$ cat config.mk
export PLATFORM = sky130hd
export DESIGN_NAME = mux_sel_arb_flat
export DESIGN_NICKNAME = d
export VERILOG_FILES = /design/src/rtl/mux_sel_arb_if.sv /design/src/rtl/mux_sel_arb.sv /design/src/flat_wrapper.sv
export SDC_FILE = /design/constraint.sdc
export NUM_CORES = 1
export LEC_CHECK = 0
export BUFFER_PORTS_ARGS = -buffer_cell sky130_fd_sc_hd__buf_2
export CAP_MARGIN = 40
export CORE_MARGIN = 2
export CORE_UTILIZATION = 57
export CTS_BUF_LIST = sky130_fd_sc_hd__clkbuf_16
export CTS_CLUSTER_SIZE = 8
export DETAILED_ROUTE_END_ITERATION = 12
export PLACE_DENSITY_LB_ADDON = 0.15
export SLEW_MARGIN = 10
export SYNTH_ARGS = -nofsm -noshare
export SYNTH_HDL_FRONTEND = slang
export SYNTH_SLANG_ARGS = --single-unit
$ cat constraint.sdc
create_clock -name clk -period 4.9 [get_ports clk]
set_input_delay 0.735 -clock clk [delete_from_list [all_inputs] [get_ports clk]]
set_output_delay 0.735 -clock clk [all_outputs]
set_load 0.005 [all_outputs]
$ cat src/rtl/mux_sel_arb_if.sv
// Request/grant bundle between two source channels, the arbiter and the 2:1 mux stage.
interface mux_sel_arb_if;
  logic [1:0] req;
  logic [1:0] last;
  logic       ready;
  logic       sel;
  logic [1:0] gnt;
  logic       vld;
  logic       preempt;

  // Source/downstream side: drives requests and ready, observes the grant.
  modport master (
    output req, last, ready,
    input  sel, gnt, vld, preempt
  );

  // Arbiter side.
  modport slave (
    input  req, last, ready,
    output sel, gnt, vld, preempt
  );
endinterface

$ cat src/rtl/mux_sel_arb.sv
// Two-channel round-robin packet arbiter driving the select of a downstream 2:1 mux.
// A grant is held for a whole packet; a beat limit forces rotation when the other
// channel is waiting.
module mux_sel_arb #(
  parameter int unsigned MAX_HOLD = 16
) (
  input  logic          clk,
  input  logic          rst_n,
  mux_sel_arb_if.slave  bus_io
);

  localparam int unsigned       CntW   = $clog2(MAX_HOLD + 1);
  localparam logic [CntW-1:0]   CntMax = CntW'(MAX_HOLD - 1);

  // Grant states are encoded one-hot so the state register is the grant vector.
  localparam logic [1:0] StIdle = 2'b00;
  localparam logic [1:0] StG0   = 2'b01;
  localparam logic [1:0] StG1   = 2'b10;

  logic [1:0]      state_q, state_d;
  logic            sel_q, sel_d;
  logic            ptr_q, ptr_d;
  logic            pre_q, pre_d;
  logic [CntW-1:0] cnt_q, cnt_d;

  logic cur, oth, xfer, at_limit, rel_last, rel_force, rel, k;

  assign cur       = state_q[1];
  assign oth       = ~cur;
  assign bus_io.vld = |(state_q & bus_io.req);
  assign xfer      = bus_io.vld & bus_io.ready;
  assign at_limit  = (cnt_q == CntMax);
  assign rel_last  = bus_io.last[cur];
  assign rel_force = at_limit & bus_io.req[oth];
  assign rel       = xfer & (rel_last | rel_force);

  assign bus_io.gnt     = state_q;
  assign bus_io.sel     = sel_q;
  assign bus_io.preempt = pre_q;

  // Next-state: grant from idle, hold through the packet, release/rotate on the last
  // or limit beat.
  always_comb begin
    state_d = state_q;
    sel_d   = sel_q;
    ptr_d   = ptr_q;
    cnt_d   = cnt_q;
    pre_d   = 1'b0;
    k       = 1'b0;
    case (state_q)
      StIdle: begin
        if (|bus_io.req) begin
          // Tie goes to the pointer, otherwise the sole requester.
          k       = (&bus_io.req) ? ptr_q : bus_io.req[1];
          state_d = k ? StG1 : StG0;
          sel_d   = k;
          cnt_d   = '0;
        end
      end
      StG0, StG1: begin
        if (rel) begin
          ptr_d = oth;
          cnt_d = '0;
          // A beat that is both last and at the limit counts as a normal release.
          pre_d = rel_force & ~rel_last;
          if (bus_io.req[oth]) begin
            state_d = oth ? StG1 : StG0;
            sel_d   = oth;
          end else if (!bus_io.req[cur]) begin
            state_d = StIdle;
          end
        end else if (xfer && !at_limit) begin
          // Saturates at the limit while the other channel stays quiet.
          cnt_d = cnt_q + CntW'(1);
        end
      end
      default: state_d = StIdle;
    endcase
  end

  // State registers with synchronous active-low reset.
  always_ff @(posedge clk) begin
    if (!rst_n) begin
      state_q <= StIdle;
      sel_q   <= 1'b0;
      ptr_q   <= 1'b0;
      pre_q   <= 1'b0;
      cnt_q   <= '0;
    end else begin
      state_q <= state_d;
      sel_q   <= sel_d;
      ptr_q   <= ptr_d;
      pre_q   <= pre_d;
      cnt_q   <= cnt_d;
    end
  end

endmodule

$ cat src/flat_wrapper.sv
// flat-port wrapper written by rule: the top's interface ports become plain ports
module mux_sel_arb_flat 
#(
  parameter int unsigned MAX_HOLD = 16
)
  (clk, rst_n, bus_io_req, bus_io_last, bus_io_ready, bus_io_sel, bus_io_gnt, bus_io_vld, bus_io_preempt);
  mux_sel_arb_if bus_io_i ();
  input  logic clk;
  input  logic rst_n;
  input wire logic [$bits(bus_io_i.req)-1:0] bus_io_req;
  input wire logic [$bits(bus_io_i.last)-1:0] bus_io_last;
  input wire logic [$bits(bus_io_i.ready)-1:0] bus_io_ready;
  output wire logic [$bits(bus_io_i.sel)-1:0] bus_io_sel;
  output wire logic [$bits(bus_io_i.gnt)-1:0] bus_io_gnt;
  output wire logic [$bits(bus_io_i.vld)-1:0] bus_io_vld;
  output wire logic [$bits(bus_io_i.preempt)-1:0] bus_io_preempt;
  assign bus_io_i.req = bus_io_req;
  assign bus_io_i.last = bus_io_last;
  assign bus_io_i.ready = bus_io_ready;
  assign bus_io_sel = bus_io_i.sel;
  assign bus_io_gnt = bus_io_i.gnt;
  assign bus_io_vld = bus_io_i.vld;
  assign bus_io_preempt = bus_io_i.preempt;
  mux_sel_arb #(.MAX_HOLD(MAX_HOLD)) u_core (.clk(clk), .rst_n(rst_n), .bus_io(bus_io_i));
endmodule
=== Word level (Yosys, flattened, before mapping) ===
Cells that the tools add are included.

* Register bits after elaboration: 10
* Memory bits (read-only): 0
* RAM bits: 0
* Bits in latches: 0
* Output and inout bits: 5
* Memories kept: 0
* Logic and storage cells: 59
* Input bits: 7

* Div/mod/pow operators: 0
* Reductions and logical operators: 13
* Bitwise logic cells: 8
* Add/subtract/negate cells: 1
* Shift operators: 0
* $mul: 0
* $lt $le $gt $ge: 2
* Eq/ne operators: 8
* Muxes and demuxes: 22

{| class="wikitable"
|+ Operator list
! kind !! number
|-
| $mux W5 || 3
|-
| $mux W2 || 6
|-
| $mux W1 || 10
|-
| $pmux W5 S2 || 1
|-
| $reduce_and A3 Y1 || 3
|-
| $ne A2 B1 Y1 const B || 3
|-
| $reduce_or A2 Y1 || 3
|-
| $add A5 B1 Y5 const B || 1
|-
| $eq A5 B4 Y1 const B || 1
|-
| $and A1 B1 Y1 || 4
|-
| $lt A1 B2 Y1 const B || 2
|-
| $pmux W2 S2 || 1
|-
| $reduce_and A2 Y1 || 2
|-
| $reduce_and A4 Y1 || 1
|-
| $ne A3 B1 Y1 const B || 1
|-
| $ne A3 B2 Y1 const B || 1
|-
| $and A2 B2 Y2 || 1
|-
| $eq A2 B1 Y1 const B || 1
|-
| $eq A2 B2 Y1 const B || 1
|-
| $logic_not A2 Y1 || 1
|-
| $not A1 Y1 || 2
|-
| $pmux W1 S2 || 1
|-
| $reduce_bool A2 Y1 || 1
|-
| $logic_and A1 B1 Y1 || 1
|-
| 2 further kinds || 2
|}

=== Logic depth before layout (Yosys ltp) ===
Gate-level depths: netlist of the first run.

* Word-level depth: 8
* Gate-level depth with buffers: 8
* Mapped depth without buffers: 8

=== Worst setup path after synthesis of the first run ===
OpenSTA, ideal clock, no wires.

* Path kind: flip-flop to flip-flop
* Start point: register u_core.cnt_q[0]
* End point: register u_core.cnt_q[1]
* Path slack: 2.949 ns
* Period minus slack after synthesis: 1.951 ns
* Setup time: 0.072 ns
* Data required time: 4.828 ns
* Path buffers: 0
* Stages on the path, launching flop included: 9
* Arrival time: 1.880 ns
* Path through: dfxtp_1 ha_1 and3_1 ha_1 a211oi_2 a21oi_4 o211ai_2 a21boi_4 mux2i_1

* Cells in the longest elaborated chain, start to end: 6
* Elaborated cells on any way between the ends: 12
* Classes of those cells: add/sub: 1; eq/ne: 2; mux: 3; bitwise: 3; reduce/logical: 3

{| class="wikitable"
|+ Ends and longest elaborated chain
! element !! RTL line !! RTL
|-
| from (decl) || mux_sel_arb.sv:24 || <nowiki>logic [CntW-1:0] cnt_q, cnt_d;</nowiki>
|-
| from (signal assigned) || mux_sel_arb.sv:94 || <nowiki>cnt_q <= cnt_d;</nowiki>
|-
| branches (longest 6 deep; another with $add A5 B1 Y5) || - ||
|}

Several ways; the timed one is not identified. The select of a mux whose other input is x is not followed.
A chain may end at the register's enable or synchronous reset.

=== Worst setup path after layout of the first run ===
* Start point: register u_core.state_q[1], in the netlist u_core.bus_io.gnt[1]
* End point: register u_core.cnt_q[2]

* Cells in the longest elaborated chain, start to end: 7
* Elaborated cells on any way between the ends: 21
* Classes of those cells: eq/ne: 4; mux: 6; bitwise: 5; reduce/logical: 6

{| class="wikitable"
|+ Ends and longest elaborated chain
! element !! RTL line !! RTL
|-
| from (decl) || mux_sel_arb.sv:20 || <nowiki>logic [1:0] state_q, state_d;</nowiki>
|-
| from (signal assigned) || mux_sel_arb.sv:84 || <nowiki>state_q <= StIdle;</nowiki>
|-
| from (signal assigned) || mux_sel_arb.sv:90 || <nowiki>state_q <= state_d;</nowiki>
|-
| $mux W1 (not written as such) (2 in a row) || mux_sel_arb.sv:34 || <nowiki>assign rel_force = at_limit & bus_io.req[oth];</nowiki>
|-
| $and A1 B1 Y1 || mux_sel_arb.sv:34 ||
|-
| $or A1 B1 Y1 || mux_sel_arb.sv:35 || <nowiki>assign rel = xfer & (rel_last | rel_force);</nowiki>
|-
| $and A1 B1 Y1 || mux_sel_arb.sv:35 ||
|-
| $ne A3 B1 Y1 (no source line) or $mux W5 (tied branches) || - ||
|-
| $reduce_and A3 Y1 (no source line) or $pmux W5 S2 (tied branches) || - ||
|}

Several ways; a longest one is shown, not always the timed one. The select of a mux whose other input is x is not followed.

==> results of run 1 <==
==> cells in the mapped netlist (3+ instances only) <==
| master | instances | share of area [%] |
|---|---|---|
| ha_1 | 4 | 6.3 |
| nor2_1 | 4 | 1.9 |
| mux2i_1 | 3 | 3.8 |
| dfxtp_1 | 10 | 25 |
| inv_1 | 9 | 4.3 |
| nand2_1 | 9 | 4.3 |
| nand3_1 | 8 | 5.1 |
==> cell usage in the layout, fill, tap and decap left out, types with 2 or more instances in the layout <==
master	count
buf_2	11
a211oi_2	2
nand4b_1	2
a21oi_1	2
mux2i_1	3
nor2_1	4
dfxtp_1	10
nand2_1	9
o21ai_0	2
nand3_1	8
ha_1	4
inv_1	9
clkbuf_16	3
o21bai_1	2
nor3_1	2
nand2b_1	2
==> per-layer routing <==
layer  track usage [%]  vias to the layer above  wire, microns
met3              8.15                        2             93
met2              41.0                       20            794
met5                 0                        -              0
met4              4.84                        0             11
li1                  -                      340              -
met1              32.5                      328            865
==> critical path: cells and delay by family (launching register included) <==
| family | cells | cell delay [ns] |
|---|---|---|
| AND/OR/NAND/NOR | 4 | 0.95 |
| flip-flops | 1 | 0.66 |
| adder cells (fa/ha/maj) | 1 | 0.31 |
| buffers and inverters | 1 | 0.17 |
| AO/OA/AOI/OAI | 1 | 0.13 |
==> cell families (layout without fill, tap and decap cells) <==
logic type | Yosys count | in the layout | share of synthesized area [%]
mux | 4 | 4 | 5.22
buf+inv | 14 | 24 | 9.34
simple gates | 37 | 37 | 29.6
compound gates | 19 | 19 | 24.2
fa+ha+maj | 4 | 4 | 6.33
flops | 10 | 10 | 25.3
==> worst min path at each step <==
stage                          from               to  slack, ns  cells past startpoint
floorplan           u_core.cnt_q[4]  u_core.cnt_q[4]       0.44                      2
global placement    u_core.cnt_q[4]  u_core.cnt_q[4]       0.45                      2
detailed placement  u_core.cnt_q[4]  u_core.cnt_q[4]       0.46                      2
CTS                 u_core.cnt_q[4]  u_core.cnt_q[4]       0.47                      2
global route        u_core.cnt_q[4]  u_core.cnt_q[4]       0.49                      2
finish              u_core.cnt_q[4]  u_core.cnt_q[4]       0.46                      2
==> through the flow <==
| stage | total power, mW | util [%] | hold WS, ns | worst slack [ns] | area [sq um] |
|---|---|---|---|---|---|
| 6_report | 0.445 | 69.4 | 0.458 | 2.61 | 903 |
| 2_1_floorplan | 0.261 | - | 0.438 | 2.95 | 791 |
| 4_1_cts | 0.442 | 69.4 | 0.465 | 2.64 | 903 |
| 3_5_place_dp | 0.293 | 63.4 | 0.464 | 2.68 | 825 |
| 3_3_place_gp | 0.291 | 63.4 | 0.449 | 2.68 | 825 |
| 5_1_grt | 0.470 | 69.4 | 0.492 | 2.46 | 903 |
==> layout make-up <==
| class | instances | area share (%) |
|---|---|---|
| Multi-Input combinational cell | 64 | 57.2 |
| Sequential cell | 10 | 22.2 |
| Clock buffer | 3 | 8.31 |
| Timing Repair Buffer | 11 | 6.09 |
| Inverter | 9 | 3.74 |
| Tap cell | 15 | 2.08 |
| Clock inverter | 1 | 0.416 |
==> registers in the layout (all words and copies together), names as in the netlist <==
register	cells
u_core.ptr_q	1
u_core.bus_io.gnt	2
u_core.cnt_q	5
u_core.bus_io.preempt	1
u_core.bus_io.sel	1
==> where the power goes <==
group          internal, mW  switching [mW]
registers            0.0913          0.0196
logic                0.0786           0.109
clock network         0.107          0.0396
==> metrics.txt, run 1 <==
H-Tree Level Count 1; clock buffer count from CTS 3; largest net degree at the start of global routing 13; synthesized instance count 88; Worst Setup Path Type reg2reg; Reg clk slew, reported paths 0.04 ns; wire length of the first global-routing pass 2.73 mm; final critical-path required period 2.29 ns; # rows 13; endpoint of the lowest-slack register-to-register path u_core.cnt_q[2]; worst setup path end u_core.cnt_q[2]; Global Route Usage Sum around a quarter; crit path capture type register; fraction of the yosys area taken by sequential cells 25.3%; count of boundary I/O pins 12; worst IR drop on VDD 0.345 mV; GPL Wtd Cong between 0.7 and 0.8; core area 0.00130 sq mm; largest fanout on the critical path 12; Slew @ Worst Pin 0.551 ns; Post-layout nets 110; total nets after synthesis 99; Post-CTS Setup Inserts 0; die width approximately 41 microns; cells resized by post-CTS repair 0; worst min-delay path class reg2reg; area taken by multi-input logic gates 517 sq um; number of filler instances in the final layout ~100; launch point of the critical path u_core.bus_io.gnt[1]; Layout Area Growth over Synthesis 14.2%; total power per unit cell area 493 mW/mm^2; total standard cell area after synthesis 791 sq um; slowest library cell on the worst path dfxtp_1; detail-routed via count per cell 6.11; RSZ-0062 raised after global routing false; TritonCTS Sinks 10; f_max 0.437 GHz; kind of start point of the critical path register; Syn. warnings 0; GRT overflow 0; Residual DRC 0; deepest clock path buffer count 2; area of the die 0.00170 sq mm; number of buffer cells added on primary ports 11; clock latency of the later-clocked register in the worst-skew pair 0.24 ns; most used flip-flop cell after synthesis dfxtp_1; clock tree skew after final layout 0.00479 ns; required time reported for the critical path endpoint between 5 and 6 ns; number of pins with negative max-slew slack in the final report 0; overall via count from detail_route 690; starting utilization of the core area 60.8%; final worst-path cycle share 46.7%; initial DRC count 22; area occupied by registers 200 sq um; Maximum Capacitance Violations 0; Worst Reg-to-Reg Cells 7; number of antenna diodes 0; outcome completed; number of library cell types mapped by synthesis 39; ratio of cells with drive above 1 in the final layout 30.6%; total of flip-flops plus latches after synthesis 10; syn avg cell area 8.99 sq um; count of antenna-violating nets left after detailed routing 0; number of hold buffers added after cts 0; average routed wire per standard cell around 16 microns; setup slack of the most critical reg-to-reg path roughly 2.6 ns; Cells after DPL around 110; number of endpoints with negative hold slack in the final report 0; worst reg2reg startpoint u_core.bus_io.gnt[1]; clk root buf clkbuf_16; initial antenna violation count 0; critical path's largest stage delay between 0.6 and 0.7 ns; leakage 0.378 nW; total setup violations reported at the end of the flow 0; TritonCTS clock tree built; number of global-route vias before repair 612; die extent in y 41.2 microns; cells along the critical path inv_1, ha_1, nor3b_2, nor2_2, nor4b_2, a21oi_1, nor2_1; post-synthesis async set-or-reset flop share 0%; number of synthesized flops with an enable pin 0; final non-filler cell total between 100 and 150; total negative setup slack 0 ns; Max-Slew Margin vs Limit around 63%; placed wire-length estimate 1.19 mm; arrival time worst endpoint 2.46 ns; number of iterations in the first detailed-routing pass 7; Routed WL 1.76 mm
Note: power is estimated with default switching activity, not from simulation.
==> inputs of run 2 (changes only) <==
--- a/config.mk
+++ b/config.mk
@@ -8,7 +8,7 @@
 export BUFFER_PORTS_ARGS = -buffer_cell sky130_fd_sc_hd__buf_2
 export CAP_MARGIN = 40
 export CORE_MARGIN = 2
-export CORE_UTILIZATION = 57
+export CORE_UTILIZATION = 54
 export CTS_BUF_LIST = sky130_fd_sc_hd__clkbuf_16
 export CTS_CLUSTER_SIZE = 8
 export DETAILED_ROUTE_END_ITERATION = 12
==> constraint.sdc (replaced) <==
create_clock -name clk -period 2.2 [get_ports clk]
set_input_delay 0.33 -clock clk [delete_from_list [all_inputs] [get_ports clk]]
set_output_delay 0.33 -clock clk [all_outputs]
set_load 0.005 [all_outputs]
==> run 2 against run 1 <==
Against the previous run:
- clock power increased by 120%
- total power increased by 130%
- core utilization increased by 0.93 points
- highest routed layer unchanged
==> metrics.txt, run 2 (synthesized netlist as in run 1, its figures left out) <==
worst min-delay path class in2reg; H-Tree Level Count 1 (unchanged); Routed WL 1.74 mm (-1.4%); detail-routed via count per cell 6.02 (-1.5%); GPL Wtd Cong 0.839 (+7.5%); Tot Pwr 1.02 mW (+130%); die width 42.3 microns (+2.5%); worst IR drop on VDD 0.891 mV (+160%); cells resized by post-CTS repair 0 (unchanged); placed wire-length estimate 1.25 mm (+5.1%); Worst Setup Path Type reg2reg; initial antenna violation count 0 (unchanged); CP top delay family compound AO/OA/AOI/OAI gates; worst reg2reg startpoint u_core.cnt_q[0]; number of pins with negative max-slew slack in the final report 0 (unchanged); clock latency of the later-clocked register in the worst-skew pair 0.24 ns (about the same); clock tree skew after final layout 0.00603 ns (+0.00123 ns); clock buffer count from CTS 3 (unchanged); leakage 0.393 nW (+4.1%); largest register by flop count u_core.cnt_q; Cells after DPL 111 (+1.8%); overall via count from detail_route 692 (+0.29%); cells along the critical path ha_1, and3_1, ha_2, a211oi_2, a21oi_4, o211ai_4, a21boi_4, mux2i_1; final critical-path required period 2.10 ns (-0.188 ns); number of iterations in the first detailed-routing pass 4 (-3); Layout Utilization 70.4% (+0.93 points); worst setup path end u_core.cnt_q[4]; core area 0.00133 sq mm (+2.5%); TritonCTS Sinks 10 (unchanged); number of buffer cells added on primary ports 11 (unchanged); Layout Area Growth over Synthesis 18.7%; Worst Reg-to-Reg Cells 8 (+1); total setup violations reported at the end of the flow 0 (unchanged); ratio of cells with drive above 1 in the final layout 33.0% (+2.4 points); largest fanout on the critical path 6 (-6); largest net degree at the start of global routing 12 (-1); initial DRC count 20 (-9.1%); number of antenna diodes 0 (unchanged); kind of start point of the critical path register; area of placed instances 840 sq um (+1.8%); required time reported for the critical path endpoint 2.36 ns (-2.71 ns); area of the die 0.00179 sq mm (+5.0%); most common library cell in the layout ignoring fill and taps buf_2; Reg clk slew, reported paths 0.04 ns (about the same); sum of buffers and inverters on the critical path 0 (-1); setup slack of the most critical reg-to-reg path 0.10 ns (-2.51 ns); count of boundary I/O pins 12 (unchanged); GRT overflow 0 (unchanged); starting utilization of the core area 59.3% (-1.5 points); Stages on worst setup path 8 (+1); flip-flop count of the largest register, all copies and words added 5 (unchanged); die extent in y 42.3 microns (+2.5%); Post-CTS Setup Inserts 0 (unchanged); commonest cells after routing, fill and taps aside buf_2, dfxtp_1, inv_1, nand2_1, nand3_1; number of filler instances in the final layout 108 (+3.8%); Maximum Capacitance Violations 0 (unchanged); average routed wire per standard cell 15.1 microns (-3.1%); slowest library cell on the worst path dfxtp_1; count of antenna-violating nets left after detailed routing 0 (unchanged); Global Route Usage Sum 22.7% (-2.5 points); arrival time worst endpoint 2.26 ns (-0.20 ns); f_max 0.477 GHz (+8.9%); critical path's largest stage delay 0.32 ns (-0.34 ns); number of global-route vias before repair 654 (+6.9%); total negative setup slack 0 ns (unchanged); area occupied by registers 200 sq um (unchanged); total power per unit cell area 1090 mW/mm^2 (+120%); final non-filler cell total 115 (+1.8%); Slew @ Worst Pin 0.352 ns (-0.199 ns); number of hold buffers added after cts 0 (unchanged); # rows 13 (unchanged); clk root buf clkbuf_16; wire length of the first global-routing pass 3.04 mm (+12%); RSZ-0062 raised after global routing true; final worst-path cycle share 95.4% (+49 points); TritonCTS clock tree built; crit path capture type register; Post-layout nets 112 (+1.8%); launch point of the critical path u_core.cnt_q[0]; Residual DRC 0 (unchanged); number of endpoints with negative hold slack in the final report 0 (unchanged); endpoint of the lowest-slack register-to-register path u_core.cnt_q[4]; outcome completed; deepest clock path buffer count 2 (unchanged); Max-Slew Margin vs Limit 76.5% (+13 points); final design instance area without fill 938 sq um (+3.9%); area taken by multi-input logic gates 537 sq um (+3.9%)
## run 2: cell count changes in the layout (fill, tap and decap cells not counted), sizes merged
cell	previous run	this run
buf	11	13
## run 2: routing by layer
| layer | vias to the layer above | GRT usage (%) | share of wire (%) |
|---|---|---|---|
| met2 | 29 | 35.1 | 46 |
| met4 | 0 | 10.0 | 2.8 |
| met5 | - | 0 | 0 |
| li1 | 344 | - | - |
| met1 | 311 | 28.3 | 46 |
| met3 | 8 | 7.76 | 5.1 |
## run 2: per-stage QoR
stage	worst slack (ns)	hold WS [ns]
after detailed placement	0.0425	0.460
after global placement	0.172	0.449
after global routing	-0.0165	0.416
final	0.102	0.406
after floorplan	0.249	0.438
after CTS	0.00144	0.387
## run 2: how the worst min path moves through the flow
stage	cells past startpoint	slack, ns	endpoint	from
global placement	2	0.45	u_core.cnt_q[4]	u_core.cnt_q[4]
finish	3	0.41	u_core.bus_io.preempt	bus_io_ready
global route	3	0.42	u_core.bus_io.preempt	bus_io_ready
floorplan	2	0.44	u_core.cnt_q[4]	u_core.cnt_q[4]
CTS	3	0.39	u_core.bus_io.preempt	bus_io_ready
detailed placement	2	0.46	u_core.cnt_q[4]	u_core.cnt_q[4]
## run 2: area by class of cell
cell class,instances,area share [%]
tap,15,2.00
inverter,9,3.60
timing repair buffer,13,7.47
sequential,10,21.3
clock inverter,1,0.400
clock buffer,3,8.00
multi-input combinational,64,57.2
## run 2: where the power goes
part | internal (mW) | leakage [nW] | switching, mW | total (mW)
combinational | 0.193 | 0.273 | 0.283 | 0.477
sequential | 0.203 | 0.0811 | 0.0107 | 0.214
clock | 0.239 | 0.0385 | 0.0907 | 0.329
## run 2: tightest hold or removal path: cells and delay by family
family / cells / cell delay, ns
simple gates: 2 / 0.15
buf+inv: 1 / 0.12
